==> src/rtl/pe_fp32_pkg.sv <==
// Shared FP32 constants, operand classification helpers and the sqrt dispatcher state encoding.
package pe_fp32_pkg;

  localparam int FP_W  = 32;
  localparam int EXP_W = 8;
  localparam int MAN_W = 23;

  localparam logic [FP_W-1:0] QNAN  = 32'h7FC0_0000;
  localparam logic [FP_W-1:0] PINF  = 32'h7F80_0000;
  localparam logic [FP_W-1:0] PZERO = 32'h0000_0000;
  localparam logic [FP_W-1:0] NZERO = 32'h8000_0000;

  typedef enum logic [1:0] {
    ST_IDLE = 2'd0,
    ST_LOAD = 2'd1,
    ST_RUN  = 2'd2,
    ST_DONE = 2'd3
  } disp_state_e;

  typedef struct packed {
    logic neg;
    logic zero;
    logic denorm;
    logic inf;
    logic nan;
  } fp_class_t;

  function automatic fp_class_t fp_classify(input logic [FP_W-1:0] v);
    fp_class_t        c;
    logic [EXP_W-1:0] e;
    logic [MAN_W-1:0] m;
    e        = v[FP_W-2 -: EXP_W];
    m        = v[MAN_W-1:0];
    c.neg    = v[FP_W-1];
    c.zero   = (e == '0) && (m == '0);
    c.denorm = (e == '0) && (m != '0);
    c.inf    = (e == '1) && (m == '0);
    c.nan    = (e == '1) && (m != '0);
    return c;
  endfunction

  function automatic logic fp_is_special(input fp_class_t c);
    return c.neg | c.zero | c.denorm | c.inf | c.nan;
  endfunction

  // Zero/denorm checked before sign so that -0 and negative denormals keep their sign.
  function automatic logic [FP_W-1:0] fp_special_result(input fp_class_t c);
    logic [FP_W-1:0] r;
    r = PZERO;
    if (c.nan)                    r = QNAN;
    else if (c.zero || c.denorm)  r = c.neg ? NZERO : PZERO;
    else if (c.neg)               r = QNAN;
    else if (c.inf)               r = PINF;
    return r;
  endfunction

endpackage

==> src/rtl/pe_sync_fifo.sv <==
// Generic synchronous first-word-fall-through FIFO, DEPTH (power of 2) x W, wrap-bit full/empty.
// Latency: write visible at pop_dat the cycle after push; pop_dat combinational from head.
// Backpressure: push ignored while full, pop ignored while empty; simultaneous push+pop legal.
module pe_sync_fifo #(
  parameter int DEPTH = 4,
  parameter int W     = 36
) (
  input  logic         clk,
  input  logic         rst,
  input  logic         push_vld,
  input  logic [W-1:0] push_dat,
  output logic         full,
  input  logic         pop_rdy,
  output logic [W-1:0] pop_dat,
  output logic         empty
);

  localparam int AW = $clog2(DEPTH);

  logic [W-1:0] mem_q [DEPTH];
  logic [AW:0]  wr_ptr_q, wr_ptr_d;
  logic [AW:0]  rd_ptr_q, rd_ptr_d;
  logic         do_push, do_pop;

  assign full    = (wr_ptr_q[AW] != rd_ptr_q[AW]) && (wr_ptr_q[AW-1:0] == rd_ptr_q[AW-1:0]);
  assign empty   = (wr_ptr_q == rd_ptr_q);
  assign do_push = push_vld && !full;
  assign do_pop  = pop_rdy && !empty;
  assign pop_dat = mem_q[rd_ptr_q[AW-1:0]];

  always_comb begin
    wr_ptr_d = wr_ptr_q + {{AW{1'b0}}, do_push};
    rd_ptr_d = rd_ptr_q + {{AW{1'b0}}, do_pop};
  end

  always_ff @(posedge clk) begin
    if (rst) begin
      wr_ptr_q <= '0;
      rd_ptr_q <= '0;
    end else begin
      wr_ptr_q <= wr_ptr_d;
      rd_ptr_q <= rd_ptr_d;
    end
  end

  always_ff @(posedge clk) begin
    if (do_push) mem_q[wr_ptr_q[AW-1:0]] <= push_dat;
  end

endmodule

==> src/rtl/sqrt_job_dispatcher.sv <==
// Queues tagged FP32 sqrt jobs for one external core (one in flight); IEEE specials bypass the core.
// Latency: bypass push->out_valid 2 cycles; core path push->RUN 2+RST_CYC cycles plus core time.
// Backpressure: in_ready=!fifo_full (DEPTH queued + 1 held in DONE); out_valid held until out_ready.
// Optional SQRT_DISP_TIMEOUT_EN: abort RUN after TIMEOUT cycles with out_err=1 and a quiet NaN.
module sqrt_job_dispatcher
  import pe_fp32_pkg::*;
#(
  parameter int DEPTH   = 4,
  parameter int TAG_W   = 4,
  parameter int RST_CYC = 2,
  parameter int TIMEOUT = 1024
) (
  input  logic             clk,
  input  logic             rst,
  input  logic             in_valid,
  output logic             in_ready,
  input  logic [31:0]      in_data,
  input  logic [TAG_W-1:0] in_tag,
  output logic             out_valid,
  input  logic             out_ready,
  output logic [31:0]      out_data,
  output logic [TAG_W-1:0] out_tag,
  output logic             out_err,
  output logic             core_rst,
  output logic [31:0]      core_a,
  input  logic             core_rdy,
  input  logic [31:0]      core_sqrt
);

  localparam int RC_W = (RST_CYC > 1) ? $clog2(RST_CYC) : 1;

  if (DEPTH < 2 || (DEPTH & (DEPTH - 1)) != 0 || RST_CYC < 1 || TIMEOUT < 1) begin : g_param_check
    $error("sqrt_job_dispatcher: illegal parameter set");
  end

  typedef struct packed {
    logic [TAG_W-1:0] tag;
    logic [FP_W-1:0]  dat;
  } job_t;

  job_t      push_job, pop_job;
  logic      fifo_full, fifo_empty, fifo_pop;
  fp_class_t op_cls;

  disp_state_e      state_q, state_d;
  logic [RC_W-1:0]  ld_cnt_q, ld_cnt_d;
  logic [FP_W-1:0]  core_a_q, core_a_d;
  logic [FP_W-1:0]  out_data_q, out_data_d;
  logic [TAG_W-1:0] out_tag_q, out_tag_d;
  logic             out_valid_q, out_valid_d;
  logic             core_rst_q, core_rst_d;
  logic             in_en_q, in_en_d;
`ifdef SQRT_DISP_TIMEOUT_EN
  localparam int TO_W = $clog2(TIMEOUT + 1);
  logic [TO_W-1:0]  to_cnt_q, to_cnt_d;
  logic             out_err_q, out_err_d;
`endif

  assign push_job = '{tag: in_tag, dat: in_data};
  // in_en_q keeps the input closed for the first cycle after reset releases.
  assign in_ready = in_en_q && !fifo_full;
  assign fifo_pop = (state_q == ST_IDLE) && !fifo_empty;
  assign op_cls   = fp_classify(pop_job.dat);

  pe_sync_fifo #(
    .DEPTH (DEPTH),
    .W     (FP_W + TAG_W)
  ) u_fifo (
    .clk      (clk),
    .rst      (rst),
    .push_vld (in_valid && in_ready),
    .push_dat (push_job),
    .full     (fifo_full),
    .pop_rdy  (fifo_pop),
    .pop_dat  (pop_job),
    .empty    (fifo_empty)
  );

  always_comb begin
    state_d    = state_q;
    ld_cnt_d   = ld_cnt_q;
    core_a_d   = core_a_q;
    out_data_d = out_data_q;
    out_tag_d  = out_tag_q;
    in_en_d    = 1'b1;
`ifdef SQRT_DISP_TIMEOUT_EN
    to_cnt_d   = to_cnt_q;
    out_err_d  = out_err_q;
`endif
    unique case (state_q)
      ST_IDLE: begin
        if (fifo_pop) begin
          out_tag_d = pop_job.tag;
`ifdef SQRT_DISP_TIMEOUT_EN
          out_err_d = 1'b0;
`endif
          if (fp_is_special(op_cls)) begin
            out_data_d = fp_special_result(op_cls);
            state_d    = ST_DONE;
          end else begin
            core_a_d = pop_job.dat;
            ld_cnt_d = '0;
            state_d  = ST_LOAD;
          end
        end
      end
      ST_LOAD: begin
        if (ld_cnt_q == RC_W'(RST_CYC - 1)) begin
          state_d = ST_RUN;
`ifdef SQRT_DISP_TIMEOUT_EN
          to_cnt_d = '0;
`endif
        end else begin
          ld_cnt_d = ld_cnt_q + 1'b1;
        end
      end
      ST_RUN: begin
        if (core_rdy) begin
          out_data_d = core_sqrt;
          state_d    = ST_DONE;
        end
`ifdef SQRT_DISP_TIMEOUT_EN
        else if (to_cnt_q == TO_W'(TIMEOUT - 1)) begin
          out_data_d = QNAN;
          out_err_d  = 1'b1;
          state_d    = ST_DONE;
        end else begin
          to_cnt_d = to_cnt_q + 1'b1;
        end
`endif
      end
      ST_DONE: begin
        if (out_ready) state_d = ST_IDLE;
      end
      default: state_d = ST_IDLE;
    endcase
    // Outputs are registered from the next state so they line up with the state they describe.
    out_valid_d = (state_d == ST_DONE);
    core_rst_d  = (state_d != ST_RUN);
  end

  always_ff @(posedge clk) begin
    if (rst) begin
      state_q     <= ST_IDLE;
      ld_cnt_q    <= '0;
      core_a_q    <= '0;
      out_data_q  <= '0;
      out_tag_q   <= '0;
      out_valid_q <= 1'b0;
      core_rst_q  <= 1'b1;
      in_en_q     <= 1'b0;
`ifdef SQRT_DISP_TIMEOUT_EN
      to_cnt_q    <= '0;
      out_err_q   <= 1'b0;
`endif
    end else begin
      state_q     <= state_d;
      ld_cnt_q    <= ld_cnt_d;
      core_a_q    <= core_a_d;
      out_data_q  <= out_data_d;
      out_tag_q   <= out_tag_d;
      out_valid_q <= out_valid_d;
      core_rst_q  <= core_rst_d;
      in_en_q     <= in_en_d;
`ifdef SQRT_DISP_TIMEOUT_EN
      to_cnt_q    <= to_cnt_d;
      out_err_q   <= out_err_d;
`endif
    end
  end

  assign out_valid = out_valid_q;
  assign out_data  = out_data_q;
  assign out_tag   = out_tag_q;
  assign core_rst  = core_rst_q;
  assign core_a    = core_a_q;
`ifdef SQRT_DISP_TIMEOUT_EN
  assign out_err   = out_err_q;
`else
  assign out_err   = 1'b0;
`endif

endmodule

==> config.mk <==
export PLATFORM = sky130hd
export DESIGN_NAME = sqrt_job_dispatcher
export DESIGN_NICKNAME = d
export VERILOG_FILES = /design/src/rtl/pe_fp32_pkg.sv /design/src/rtl/pe_sync_fifo.sv /design/src/rtl/sqrt_job_dispatcher.sv
export SDC_FILE = /design/constraint.sdc
export NUM_CORES = 1
export LEC_CHECK = 0
export ABC_CLOCK_PERIOD_IN_PS = 6000
export CAP_MARGIN = 20
export CORE_ASPECT_RATIO = 0.6
export CORE_MARGIN = 1
export CORE_UTILIZATION = 52
export CTS_CLUSTER_DIAMETER = 150
export DETAILED_ROUTE_END_ITERATION = 8
export PLACE_DENSITY = 0.79
export SYNTH_ARGS = -nofsm -noshare
export SYNTH_HDL_FRONTEND = slang
export SYNTH_SLANG_ARGS = --single-unit
export TNS_END_PERCENT = 1
==> constraint.sdc <==
create_clock -name clk -period 6 [get_ports clk]
set_clock_uncertainty 0.1 [all_clocks]
set_input_delay 1.5 -clock clk [delete_from_list [all_inputs] [get_ports clk]]
set_output_delay 1.5 -clock clk [all_outputs]
set_load 0.01 [all_outputs]
* Word level (Yosys, flattened, before mapping)
Memories as Yosys holds them, arrays and structs flattened. A register that Yosys moved wholly into a read port is not among the register bits.
Index checks and enable logic that the tools add are counted.
Widths: inputs -> output; s select.
** Storage, ports and cells
- Output and inout port bits :: 72
- Input bits :: 73
- Register bits after elaboration :: 80
- Memories kept :: 1
- Word-level logic and storage cells :: 78
- RAM bits :: 144
** Operators by class
- Reduce and logical (&&, ||, !) cells :: 23
- Eq/ne operators :: 13
- $add $sub $neg :: 3
- Bitwise logic cells :: 5
- Mux-type cells :: 23
** Memory list
- u_fifo.mem_q :: depth 4, width 36, read ports 1, clocked after Yosys merged registers in 1, wr ports 1, line pe_sync_fifo.sv:20 : logic [W-1:0] mem_q [DEPTH];
** Operator list (number)
- $mux 32 :: 6
- $pmux 32 s2 :: 1
- $mux 31 :: 2
- $logic_not 23->1 :: 1
- $reduce_bool 23->1 :: 1
- $mux 2 :: 6
- $logic_and 1x1->1 :: 10
- $eq 8x8->1 const B :: 1
- $logic_not 8->1 :: 1
- $pmux 2 s4 :: 1
- $add 3x1->3 :: 2
- $eq 2x2->1 const B :: 3
- $mux 1 :: 6
- $ne 2x2->1 const B :: 3
- $reduce_and 3->1 :: 2
- $ne 2x1->1 const B :: 2
- $or 1x1->1 :: 4
- $reduce_and 4->1 :: 1
- $reduce_bool 2->1 :: 2
- $eq 3x3->1 :: 1
- $eq 2x1->1 const B :: 1
- $eq 2x2->1 :: 1
- $logic_not 1->1 :: 2
- $logic_not 2->1 :: 1
- other kinds (6) :: 6

* Depth between registers and ports, before layout
- Depth in word-level cells :: 10
- Gate-level depth with buffers :: 10

* Cells and area by module
Synthesis repeated with hierarchy kept, for this count alone.
** Unflattened totals
- Cells, all modules :: 543
- Area total of the unflattened synthesis :: 8560.7 µm²
** By module, submodules not included
- pe_sync_fifo :: times used 1, sequential area each 4444.3 µm², cells an instance 225, area an instance 5569.1 µm²
- sqrt_job_dispatcher :: times used 1, sequential area each 1481.4 µm², cells an instance 318, area an instance 2991.6 µm²

* Worst setup path before layout
OpenSTA, ideal clock, no wires.
- Kind :: input to register
- Start :: input in_valid
- End :: memory u_fifo.mem_q[0][0] (enable)
- Arrival time :: 4409 ps
- Path slack :: 1010 ps
- Library setup time :: 482 ps
- Required time :: 5418 ps
- Cell stages on the path :: 2
- Cells stage by stage :: and2_0 nor3b_1
** On the way
- Word-level cells in the longest chain between the ends :: 4
** Ends and longest elaborated chain
- start, declared :: line sqrt_job_dispatcher.sv:15 : input logic in_valid,
- $logic_and 1x1->1 :: line sqrt_job_dispatcher.sv:71 : .push_vld (in_valid && in_ready),
- $logic_and 1x1->1 :: line pe_sync_fifo.sv:27 : assign do_push = push_vld && !full;
- $mux 1 :: line pe_sync_fifo.sv:47 : if (do_push) mem_q[wr_ptr_q[AW-1:0]] <= push_dat;
- $mux 1 (not written as such) :: line pe_sync_fifo.sv:47
- end, declared :: line pe_sync_fifo.sv:20
No other way between the ends.

* Worst setup path after layout
- Start :: register u_fifo.rd_ptr_q[1]
- End :: output in_ready
** On the way
- Word-level cells in the longest chain between the ends :: 4
** Ends and longest elaborated chain
- start, declared :: line pe_sync_fifo.sv:22 : logic [AW:0] rd_ptr_q, rd_ptr_d;
- start signal, assigned :: line pe_sync_fifo.sv:42 : rd_ptr_q <= rd_ptr_d;
- $eq 2x2->1 :: line pe_sync_fifo.sv:25 : assign full = (wr_ptr_q[AW] != rd_ptr_q[AW]) && (wr_ptr_q[AW-1:0] == rd_ptr_q[AW-1:0]);
- $logic_and 1x1->1 :: line pe_sync_fifo.sv:25
- $logic_not 1->1 :: line sqrt_job_dispatcher.sv:61 : assign in_ready = in_en_q && !fifo_full;
- $logic_and 1x1->1 :: line sqrt_job_dispatcher.sv:61
- end, declared :: line sqrt_job_dispatcher.sv:16 : output logic in_ready,
No other way between the ends.

==> flow_summary.ini <==
[detailed_routing]
drc = 0
drtIter0Drc = 327
ant_nets = 0
dr.pass1.iters = 4
routed-wl-met2_mm = 8.36
wl_met1_mm = 8.42
wl_mm = 18.1
top_layer_used = met4
wl_met3_mm = 1.02
wl_per_cell_um = 20.4
via_per_inst = 5.54
vias = 4907

[final_layout]
layout_commonest_cell = edfxtp_1
fill_cells = 1003
area_growth_pct = 27.8
antennaDiodeCount = 0
drive_gt1_frac = 0.127
final_cell_mix = edfxtp_1, clkdlybuf4s50_1, dfxtp_1
final_nets = 745

[sta]
period_needed_ps = 4140
worstMarginPinSlew_ps = 1040
clock.fmax_mhz = 241
finalCritPeriodShare = 0.691
whs_ps = 357
rsz0062_at_grt = false
hold_viol_final = 0
finalSetupTns_ps = 0
finalSetupViolCount = 0
final-max-slew-violation-count = 0
slew_headroom = 0.306

[pwr]
internal_power_mw = 3.08
p_switching_mw = 1.12
seqPwrFrac = 0.454
cellLeakagePower_nw = 3.69
power_frac_comb = 0.223
power.share.clock = 0.322
netSwitchingFraction = 0.266
vdd_ir_drop_max_uv = 216
p_total_mw = 4.19
p_per_area_mw_per_mm2 = 395

[synthesis]
ys_warn_count = 0
ys_types = 45
synth.ff_latch_count = 224
synth_edf_count = 144
synth_flop_cell = edfxtp_1
synth_nets = 601
post-synth-top-area-fraction = 0.521
synth_area_per_cell_sq_um = 15.9
ys_seq_area_frac = 0.713
synth_area_leader_cell = edfxtp_1
yosys-top-cells-area = edfxtp_1, dfxtp_1, mux4_2, mux2i_1, nand2_1
syn-cell-area_sq_mm = 0.00831
async_flop_share = 0
netlist_instances = 524

[global_routing]
grt_max_degree = 49
track_usage = 0.221
grt_pass1_vias = 4837
grt_pass1_wl_mm = 27.1
antenna_found_initial = 0
overflow = 0

[clock_network]
cts_root_buffer = clkbuf_16
clockBufferDepth = 3
clk_pin_slew_ps = 70
htreeDepth = 1
clock_sinks = 224
cts_made_buffers = 21
clock_latency_ps = 500
cts_resized = 0
hold_buffers = 0
cts_setup_buffers = 0
cts_tree = built

[status]
outcome = completed

[placement]
post-dp-hpwl_mm = 11.8
portBuffers = 143
gp_congestion = 0.761

[floorplanning]
die_x_um = 165
die_area_sq_mm = 0.0165
start_util = 0.537
io_pins = 145
core_sq_mm = 0.0155
die_y_um = 99.9
core.rowCount = 35

[flow_run]
max_cap_violations = 0

[critical_path]
rrSetupSlack_ps = 2260
crit_required_ps = 4400
worstPathArrival_ps = 2540
end_kind = primary output
path_class = register to primary output
crit_fanout = 38
reg2reg_from = u_fifo.rd_ptr_q[0]$_SDFF_PP0_
worstReg2RegEnd = out_data[8]$_SDFFE_PP0P_
rr_worst_depth = 7
cp-start-kind = register

[hold_path]
min_from = out_data[3]$_SDFFE_PP0P_
hold_end = out_data[3]$_SDFFE_PP0P_
worst_hold_path_type = register to register
holdPathStages = 2
[power by group through the flow]
stage / logic, mW / registers (mW) / clock network [mW]
after floorplan: 0.531 / 1.94 / 0
after CTS: 0.941 / 1.91 / 1.37
final: 0.937 / 1.90 / 1.35
after global routing: 1.00 / 1.92 / 1.43
after global placement: 0.905 / 1.93 / 0
after detailed placement: 0.931 / 1.94 / 0
[critical path, cell delays in order (launching register included)]
cell and delay, ps:
dfxtp_2 1020, xnor2_1 210, nand2_1 110, o21a_1 140, clkdlybuf4s50_1 550
[cells by family (layout without fill, tap and decap cells)]
kind of cell | Yosys count | in the layout | synth area share
DFF | 224 | 224 | 0.713
and+or+nand+nor | 141 | 141 | 0.0764
muxes | 68 | 68 | 0.136
AOI/OAI and AO/OA | 52 | 52 | 0.0407
buffers and inverters | 29 | 188 | 0.0214
xor gates and xnor gates | 5 | 5 | 0.00527
adders and majority gates | 4 | 4 | 0.00603
other | 1 | 1 | 0.000452
[metal layers]
| layer | track usage | up-vias |
|---|---|---|
| li1 | - | 2251 |
| met1 | 0.334 | 2478 |
| met2 | 0.338 | 152 |
| met5 | 0 | - |
| met4 | 0.0480 | 0 |
| met3 | 0.0393 | 26 |
[Yosys cell counts, types with 5 or more instances]
cell type,count
nand2_1,64
dfxtp_1,80
mux4_2,36
clkbuf_1,12
buf_6,7
xnor2_1,5
nor4_1,6
edfxtp_1,144
a21oi_1,29
o2bb2ai_1,8
nor2_1,45
mux2i_1,31
nor2b_1,7
[per-stage QoR]
| stage | cell area (sq um) | utilization | setup WS [ps] | std cells |
|---|---|---|---|---|
| floorplan | 8310 | - | 1010 | 524 |
| global placement | 9860 | 0.638 | 2290 | 846 |
| detailed placement | 9860 | 0.638 | 2240 | 846 |
| CTS | 10600 | 0.683 | 1860 | 884 |
| global route | 10600 | 0.687 | 1760 | 886 |
| finish | 10600 | 0.687 | 1860 | 886 |
[state kept, by name (all words and copies together) (netlist names)]
signal and flops:
u_fifo.mem_q 144, core_a 32, out_data 32, out_tag 4
u_fifo.rd_ptr_q 3, u_fifo.wr_ptr_q 3, state_q 2, core_rst 1
in_en_q 1, ld_cnt_q 1, out_valid 1
[area by class of cell]
class                           instances  area [sq um]  share of cell area
Clock buffer                           28           572              0.0539
Inverter                                3          11.3             0.00106
Multi-Input combinational cell        271          2220               0.210
Timing Repair Buffer                  147          1490               0.140
Tap cell                              203           254              0.0239
Sequential cell                       224          5930               0.559
Clock inverter                         10           135              0.0127
[worst max path at each step]
| stage | from | endpoint | slack [ps] |
|---|---|---|---|
| 2_1_floorplan | in_valid | u_fifo.mem_q[0][0]$_DFFE_PP_ | 1010 |
| 3_5_place_dp | in_valid | u_fifo.mem_q[2][10]$_DFFE_PP_ | 2240 |
| 3_3_place_gp | in_valid | u_fifo.mem_q[1][10]$_DFFE_PP_ | 2290 |
| 4_1_cts | u_fifo.rd_ptr_q[1]$_SDFF_PP0_ | in_ready | 1860 |
| 5_1_grt | u_fifo.rd_ptr_q[1]$_SDFF_PP0_ | in_ready | 1760 |
| 6_report | u_fifo.rd_ptr_q[1]$_SDFF_PP0_ | in_ready | 1860 |
Power figures use the tool's default switching activity.
